==> src/rtl/eager_fork_n.sv <==
`default_nettype none
// ============================================================================
// Module      : eager_fork_n
// Description : Eager ready/valid fork broadcasting one input stream to N
//               channels under a per-beat channel-enable mask.
// Revision    : 1.0
// ============================================================================
module eager_fork_n #(
    parameter int WIDTH = 32,
    parameter int N     = 2
) (
    input  logic               clock,
    input  logic               reset,
    input  logic               in_valid,
    output logic               in_ready,
    input  logic [WIDTH-1:0]   in_data,
    input  logic [N-1:0]       in_mask,
    output logic [N-1:0]       out_valid,
    input  logic [N-1:0]       out_ready,
    output logic [N*WIDTH-1:0] out_data,
    output logic               busy,
    output logic [7:0]         drop_count
);

    localparam logic [7:0] C_DROP_MAX = 8'hFF;

    logic             full_q, full_d;
    logic [WIDTH-1:0] data_q, data_d;
    logic [N-1:0]     pend_q, pend_d;
    logic [7:0]       drop_q, drop_d;

    logic [N-1:0]     fire;
    logic [N-1:0]     pend_nx;
    logic             last;
    logic             acc;

    always_comb begin
        out_valid = {N{full_q}} & pend_q;
        fire      = out_valid & out_ready;
        pend_nx   = pend_q & ~fire;
        last      = full_q && (pend_nx == '0);
        in_ready  = reset && (!full_q || last);
        acc       = in_valid && in_ready;

        full_d = full_q;
        data_d = data_q;
        pend_d = pend_nx;
        drop_d = drop_q;

        if (acc) begin
            if (in_mask != '0) begin
                full_d = 1'b1;
                data_d = in_data;
                pend_d = in_mask;
            end else begin
                // A zero-mask beat is consumed with no delivery.
                full_d = 1'b0;
                pend_d = '0;
                drop_d = (drop_q == C_DROP_MAX) ? drop_q : drop_q + 8'd1;
            end
        end else if (last) begin
            full_d = 1'b0;
        end
    end

    always_ff @(posedge clock) begin
        if (!reset) begin
            full_q <= 1'b0;
            pend_q <= '0;
            drop_q <= '0;
        end else begin
            full_q <= full_d;
            data_q <= data_d;
            pend_q <= pend_d;
            drop_q <= drop_d;
        end
    end

    generate
        for (genvar gi = 0; gi < N; gi++) begin : g_out
            assign out_data[gi*WIDTH +: WIDTH] = data_q;
        end
    endgenerate

    assign busy       = full_q;
    assign drop_count = drop_q;

endmodule
`default_nettype wire

==> config.mk <==
export PLATFORM = sky130hd
export DESIGN_NAME = eager_fork_n
export DESIGN_NICKNAME = d
export VERILOG_FILES = /design/src/rtl/eager_fork_n.sv
export SDC_FILE = /design/constraint.sdc
export NUM_CORES = 1
export LEC_CHECK = 0
export CAP_MARGIN = 5
export CORE_UTILIZATION = 30
export DETAILED_ROUTE_END_ITERATION = 8
export PLACE_DENSITY_LB_ADDON = 0.2
export SYNTH_ARGS = -nofsm -noshare
export SYNTH_HDL_FRONTEND = slang
export SYNTH_SLANG_ARGS = --single-unit
==> constraint.sdc <==
create_clock -name clock -period 2.5 [get_ports clock]
set_clock_uncertainty 0.05 [all_clocks]
set_input_delay 0.25 -clock clock [delete_from_list [all_inputs] [get_ports clock]]
set_output_delay 0.25 -clock clock [all_outputs]
set_load 0.01 [all_outputs]
Word-level counts from Yosys, hierarchy flattened:

Index checks and enable logic that the tools add are counted.
Widths: inputs -> output; s select.

* reduce and logical (&&, ||, !) cells: 10
* bitwise gates (word level): 6
* mux-type cells: 5
* eq/ne operators: 1
* add/sub/neg operators: 1

Operator list (count)
* $add 8x1->8 const B: 1
* $eq 8x8->1 const B: 1
* $and 2x2->2: 3
* $reduce_and 3->1: 2
* $mux 2: 2
* $reduce_bool 2->1: 2
* $logic_and 1x1->1: 3
* $mux 1: 3
* $logic_not 2->1: 1
* $not 1->1: 2
* $not 2->2: 1
* $logic_not 1->1: 1
* $logic_or 1x1->1: 1

* input port bits: 39
* word-level logic and storage cells: 27
* bits in registers: 43

Longest topological paths before layout:

* word-level depth: 10
* gate-level depth with buffers: 5
* gate-level depth less buffers: 5

Worst setup path before layout:

No wires, ideal clock.

* kind: register -> register
* from: register pend_q[1]
* to: register data_q[0] (enable)
* cell stages (with the launch flop): 6
* buffers on the path: 1
* required time: 2059 ps
* period minus slack after synthesis: 2173 ps
* setup slack: 327 ps
* arrival time: 1732 ps
* library setup time: 391 ps
* cells stage by stage: dfxtp_1 > nor2b_1 > o21ai_2 > buf_2 > and3_2 > o21a_1

* word-level cells in the longest chain between the ends: 10

Ends and longest elaborated chain
* start: declaration: line 29 `logic [N-1:0] pend_q, pend_d;`
* start signal: assignment: line 74 `pend_q <= pend_d;`
* $and 2x2->2: line 38 `out_valid = {N{full_q}} & pend_q;`
* $and 2x2->2: line 39 `fire = out_valid & out_ready;`
* $not 2->2: line 40 `pend_nx = pend_q & ~fire;`
* $and 2x2->2 (*): line 40
* $logic_not 2->1 (*): line 41 `last = full_q && (pend_nx == '0);`
* $logic_and 1x1->1 (*): line 41
* $logic_or 1x1->1 (*): line 42 `in_ready = reset && (!full_q || last);`
* $logic_and 1x1->1 (*): line 42
* $logic_and 1x1->1 (*): line 43 `acc = in_valid && in_ready;`
* $reduce_and 3->1 (no line) (*)
* end signal: assignment: line 73 `data_q <= data_d;`
* end: declaration: line 28 `logic [WIDTH-1:0] data_q, data_d;`

Every way passes the cells marked *; elsewhere a longest branch is shown, timed or not.
A chain may end at the register's enable or synchronous reset.

Final worst setup path:

* from: input port out_ready[1]
* to: output port in_ready

* word-level cells in the longest chain between the ends: 7

Ends and longest elaborated chain
* start: declaration: line 19 `input logic [N-1:0] out_ready,`
* $and 2x2->2: line 39
* $not 2->2: line 40
* $and 2x2->2: line 40
* $logic_not 2->1: line 41
* $logic_and 1x1->1: line 41
* $logic_or 1x1->1: line 42
* $logic_and 1x1->1: line 42
* end: declaration: line 15 `output logic in_ready,`

Every way passes these cells.

==> results summary <==
The run finished with clean final reports. The number of slew-limit violations in the final report is 0. The total number of placement rows is 28. The launch instance of the worst register-to-register path is pend_q[1]$_SDFF_PN0_.

The routed wirelength normalized by instance count is ~13 um. The number of placed I/O pins is roughly 120. In this run the cell area measured after placement is 2880 um^2. After detailed routing, the number of vias per cell comes to 4.39. The max-cap violation count is 0. The startpoint identified for the worst hold timing path is pend_q[0]$_SDFF_PN0_. The ratio of cells with drive above 1 in the final layout came out at 7.86%. The number of buffers on the longest clock path is 2. The part of the cycle the worst path needs is 76.7%. The largest net degree at the start of global routing is 33.

Setup repair after global routing left no endpoint under its margin. The count of nets left with antenna violations once routing finished came out at 0. The number of global-route vias before repair is 1213. Counting tap cells, the placed design contains a total of between 200 and 300 instances.

The final critical delay including setup and external delays came out at 1.92 ns. Summing over every cut layer, the via total after detailed routing is 1336. The root buffer cell chosen for the clock tree is sky130_fd_sc_hd__clkbuf_8. The wire length after detailed routing came out at around 3900 um.

During synthesis, Yosys emitted a total of 0 warnings. The share of total power dissipated in sequential elements is 49.5%. The area fraction of the dominant cell type after synthesis is 51.5%. TritonCTS built the clock tree. The die outline area is between 6000 and 7000 um^2. The sequential fraction of the synthesis area came out at about 63%. The leakage dissipation came out at 1.06 nW.

The combined area of all synthesized cells came out at 1870 um^2. The number of cells on the worst hold path came out at 2. The net count after synthesis came out at 179.

In this run, CTS created clock tree buffers numbering 5. The type of origin of the critical path is an input port. The clock network power share is between 30% and 40%.

The number of antenna diodes in the final layout is 0. The footprint of the multi-input gates is between 400 and 500 um^2. The floorplan step set the die width to 80.9 um. The most used flip-flop cell after synthesis is sky130_fd_sc_hd__edfxtp_1.

In this run the tightest slew margin relative to its limit is 82.5%. The later-pin clock latency in the skew report is 0.28 ns. The library cell used most frequently in the layout, excluding fill and tap cells, is sky130_fd_sc_hd__clkdlybuf4s50_1. The top cell types in the final layout, fill and taps aside, are sky130_fd_sc_hd__clkdlybuf4s50_1, sky130_fd_sc_hd__edfxtp_1, sky130_fd_sc_hd__nand2_1, sky130_fd_sc_hd__dfxtp_1, sky130_fd_sc_hd__mux2i_1. From bottom edge to top edge, the die measures 80.9 um. The logic depth of the worst register-to-register path is 5. The startpoint-to-endpoint class of the critical path is input port to output port. In this run the critical register-to-register path is captured at data_q[1]$_DFFE_PP_. The number of standard cells in the final layout excluding fillers came out at 304. Once layout is done, the placed cells without fillers occupy between 3000 and 4000 um^2. Detailed placement finished with a half-perimeter wire length of 3020 um. The power density over the cells came out at around 540 nW/um^2.

The number of H-tree levels came out at 2. The wire length of the first global-routing pass came out at around 5700 um. The post-synthesis cell type with the largest combined area is sky130_fd_sc_hd__edfxtp_1. The classification of the worst-slack hold path is flop to flop. Once the clock tree was built, the setup fixing pass inserted 0 buffers. The number of hold buffers added after CTS came out at 0. The total overflow reported by the global router came out at 0. The worst hold endpoint is pend_q[0]$_SDFF_PN0_. At the pin with the least slew margin, the transition time is 0.263 ns.

Counting flops with an async set or reset pin after synthesis yields a share of 0%. The mean cell area of the mapped netlist came out at approximately 13 um^2. The sequential cells in the finished layout cover a total of 1180 um^2.

The area growth from synthesis to final layout is 61.2%. The routability congestion estimate is 0.762. The number of instances in the synthesized netlist is 139. The count of flip-flops with a built-in enable after synthesis is 32. For this run, the share of the core covered by cells in the final layout is 50.5%. CTS saw 43 sinks.

Setup violations remaining at the end of the flow were counted as 0. The total number of nets in the final design came out at 268. The total routing resource utilization after global routing is a little under an eighth.

The number of antenna violations at the first check in global routing came out at 0. In this run the register-to-register setup slack is 0.92 ns. The total negative slack is 0 ns.

The post-synthesis cell type count is 28. The worst path arrival time came out at between 1.5 and 2 ns. In the routed design, unresolved DRC markers number 0.

After synthesis the netlist holds a flip-flop and latch count of 43. In the post-synthesis netlist, the biggest area contributors are sky130_fd_sc_hd__edfxtp_1, sky130_fd_sc_hd__buf_4, sky130_fd_sc_hd__dfxtp_1, sky130_fd_sc_hd__mux2i_1, sky130_fd_sc_hd__nand2_1. The overall power is 1.64 mW. The worst-case IR drop observed on VDD is ~0.00023 V. The total of fill cells in the finished design is 546. In this run switching power makes up 18.7% of total power. The data required time of the worst path came out at 2.20 ns. The highest fanout seen on the critical path is 3.

The count of instances resized after the clock tree is built came out at 0. Clock-pin slew was measured on the worst setup and hold paths at around 0.080 ns. The total iterations of the first detailed-routing run is 6. The internal power came out at 1.33 mW. The highest clock frequency the design can meet came out at 0.521 GHz.

Of the total power, combinational logic draws 12.5%. The final hold violation count came out at 0. Port buffering added roughly 110 buffers.

The starting density of the core came out at 31.3%. After the first detailed-routing iteration, the DRC count stood at 76. The endpoint type of the worst setup path is an output port. The net switching power is 0.306 mW.

The core region is about 6000 um^2.
[power groups by stage]
stage / logic, mW / clock network, mW / registers (mW)
6_report: 0.205 / 0.621 / 0.810
5_1_grt: 0.221 / 0.683 / 0.813
4_1_cts: 0.208 / 0.642 / 0.811
3_5_place_dp: 0.207 / 0 / 0.827
3_3_place_gp: 0.206 / 0 / 0.826
2_1_floorplan: 0.0679 / 0 / 0.837
[flip-flops by register name (all words and copies together), names as in the netlist]
| register | cells |
|---|---|
| busy | 1 |
| data_q | 32 |
| drop_count | 8 |
| pend_q | 2 |
[logic make-up (layout without fill, tap and decap cells)]
family                     count (synthesis)  in the layout  share of synthesized area (%)
DFF                                       43             43                           63.3
AOI/OAI and AO/OA                         10             10                           3.82
muxes                                      8              8                           4.29
buffers and inverters                     37            127                           14.3
adders and majority gates                  1              1                          0.670
and+or+nand+nor                           40             40                           13.6
[worst max path at each step]
stage	endpoint	slack (ns)	startpoint
floorplan	data_q[0]$_DFFE_PP_	0.33	pend_q[1]$_SDFF_PN0_
global placement	in_ready	0.59	out_ready[1]
detailed placement	data_q[5]$_DFFE_PP_	0.58	out_ready[1]
CTS	in_ready	0.58	out_ready[1]
global route	in_ready	0.53	out_ready[1]
finish	in_ready	0.58	out_ready[1]
[through the flow]
stage	hold WS, ns	setup slack [ns]
final	0.431	0.581
after global routing	0.443	0.526
after CTS	0.436	0.581
after detailed placement	0.424	0.577
after global placement	0.431	0.589
after floorplan	0.299	0.327
[worst max-delay path, stage by stage]
cell                              delay (ns)
sky130_fd_sc_hd__clkdlybuf4s50_1        0.48
sky130_fd_sc_hd__nor2b_1                0.06
sky130_fd_sc_hd__o21ai_2                0.16
sky130_fd_sc_hd__and2_1                 0.14
sky130_fd_sc_hd__clkdlybuf4s50_1        0.53
[cells in the mapped netlist (3+ instances only)]
master	number
sky130_fd_sc_hd__nand2b_1	3
sky130_fd_sc_hd__nand4_1	6
sky130_fd_sc_hd__edfxtp_1	32
sky130_fd_sc_hd__nand2_1	11
sky130_fd_sc_hd__mux2i_1	8
sky130_fd_sc_hd__dfxtp_1	11
sky130_fd_sc_hd__buf_4	32
sky130_fd_sc_hd__and2_1	3
sky130_fd_sc_hd__nand3_1	6
[cell type report]
type | instances | share of cell area [%]
Multi-Input combinational cell | 59 | 13.9
Inverter | 2 | 0.249
Clock buffer | 6 | 2.41
Tap cell | 75 | 3.12
Sequential cell | 43 | 39.3
Timing Repair Buffer | 117 | 39.1
Clock inverter | 2 | 2.00
[routing by layer]
metal	up-vias	routed length [um]	global-route usage, %
li1	643	-	-
met5	-	0	0
met2	72	1880	19.7
met3	4	368	3.60
met1	617	1570	13.7
met4	0	49	4.64
Note: power is estimated with default switching activity, not from simulation.
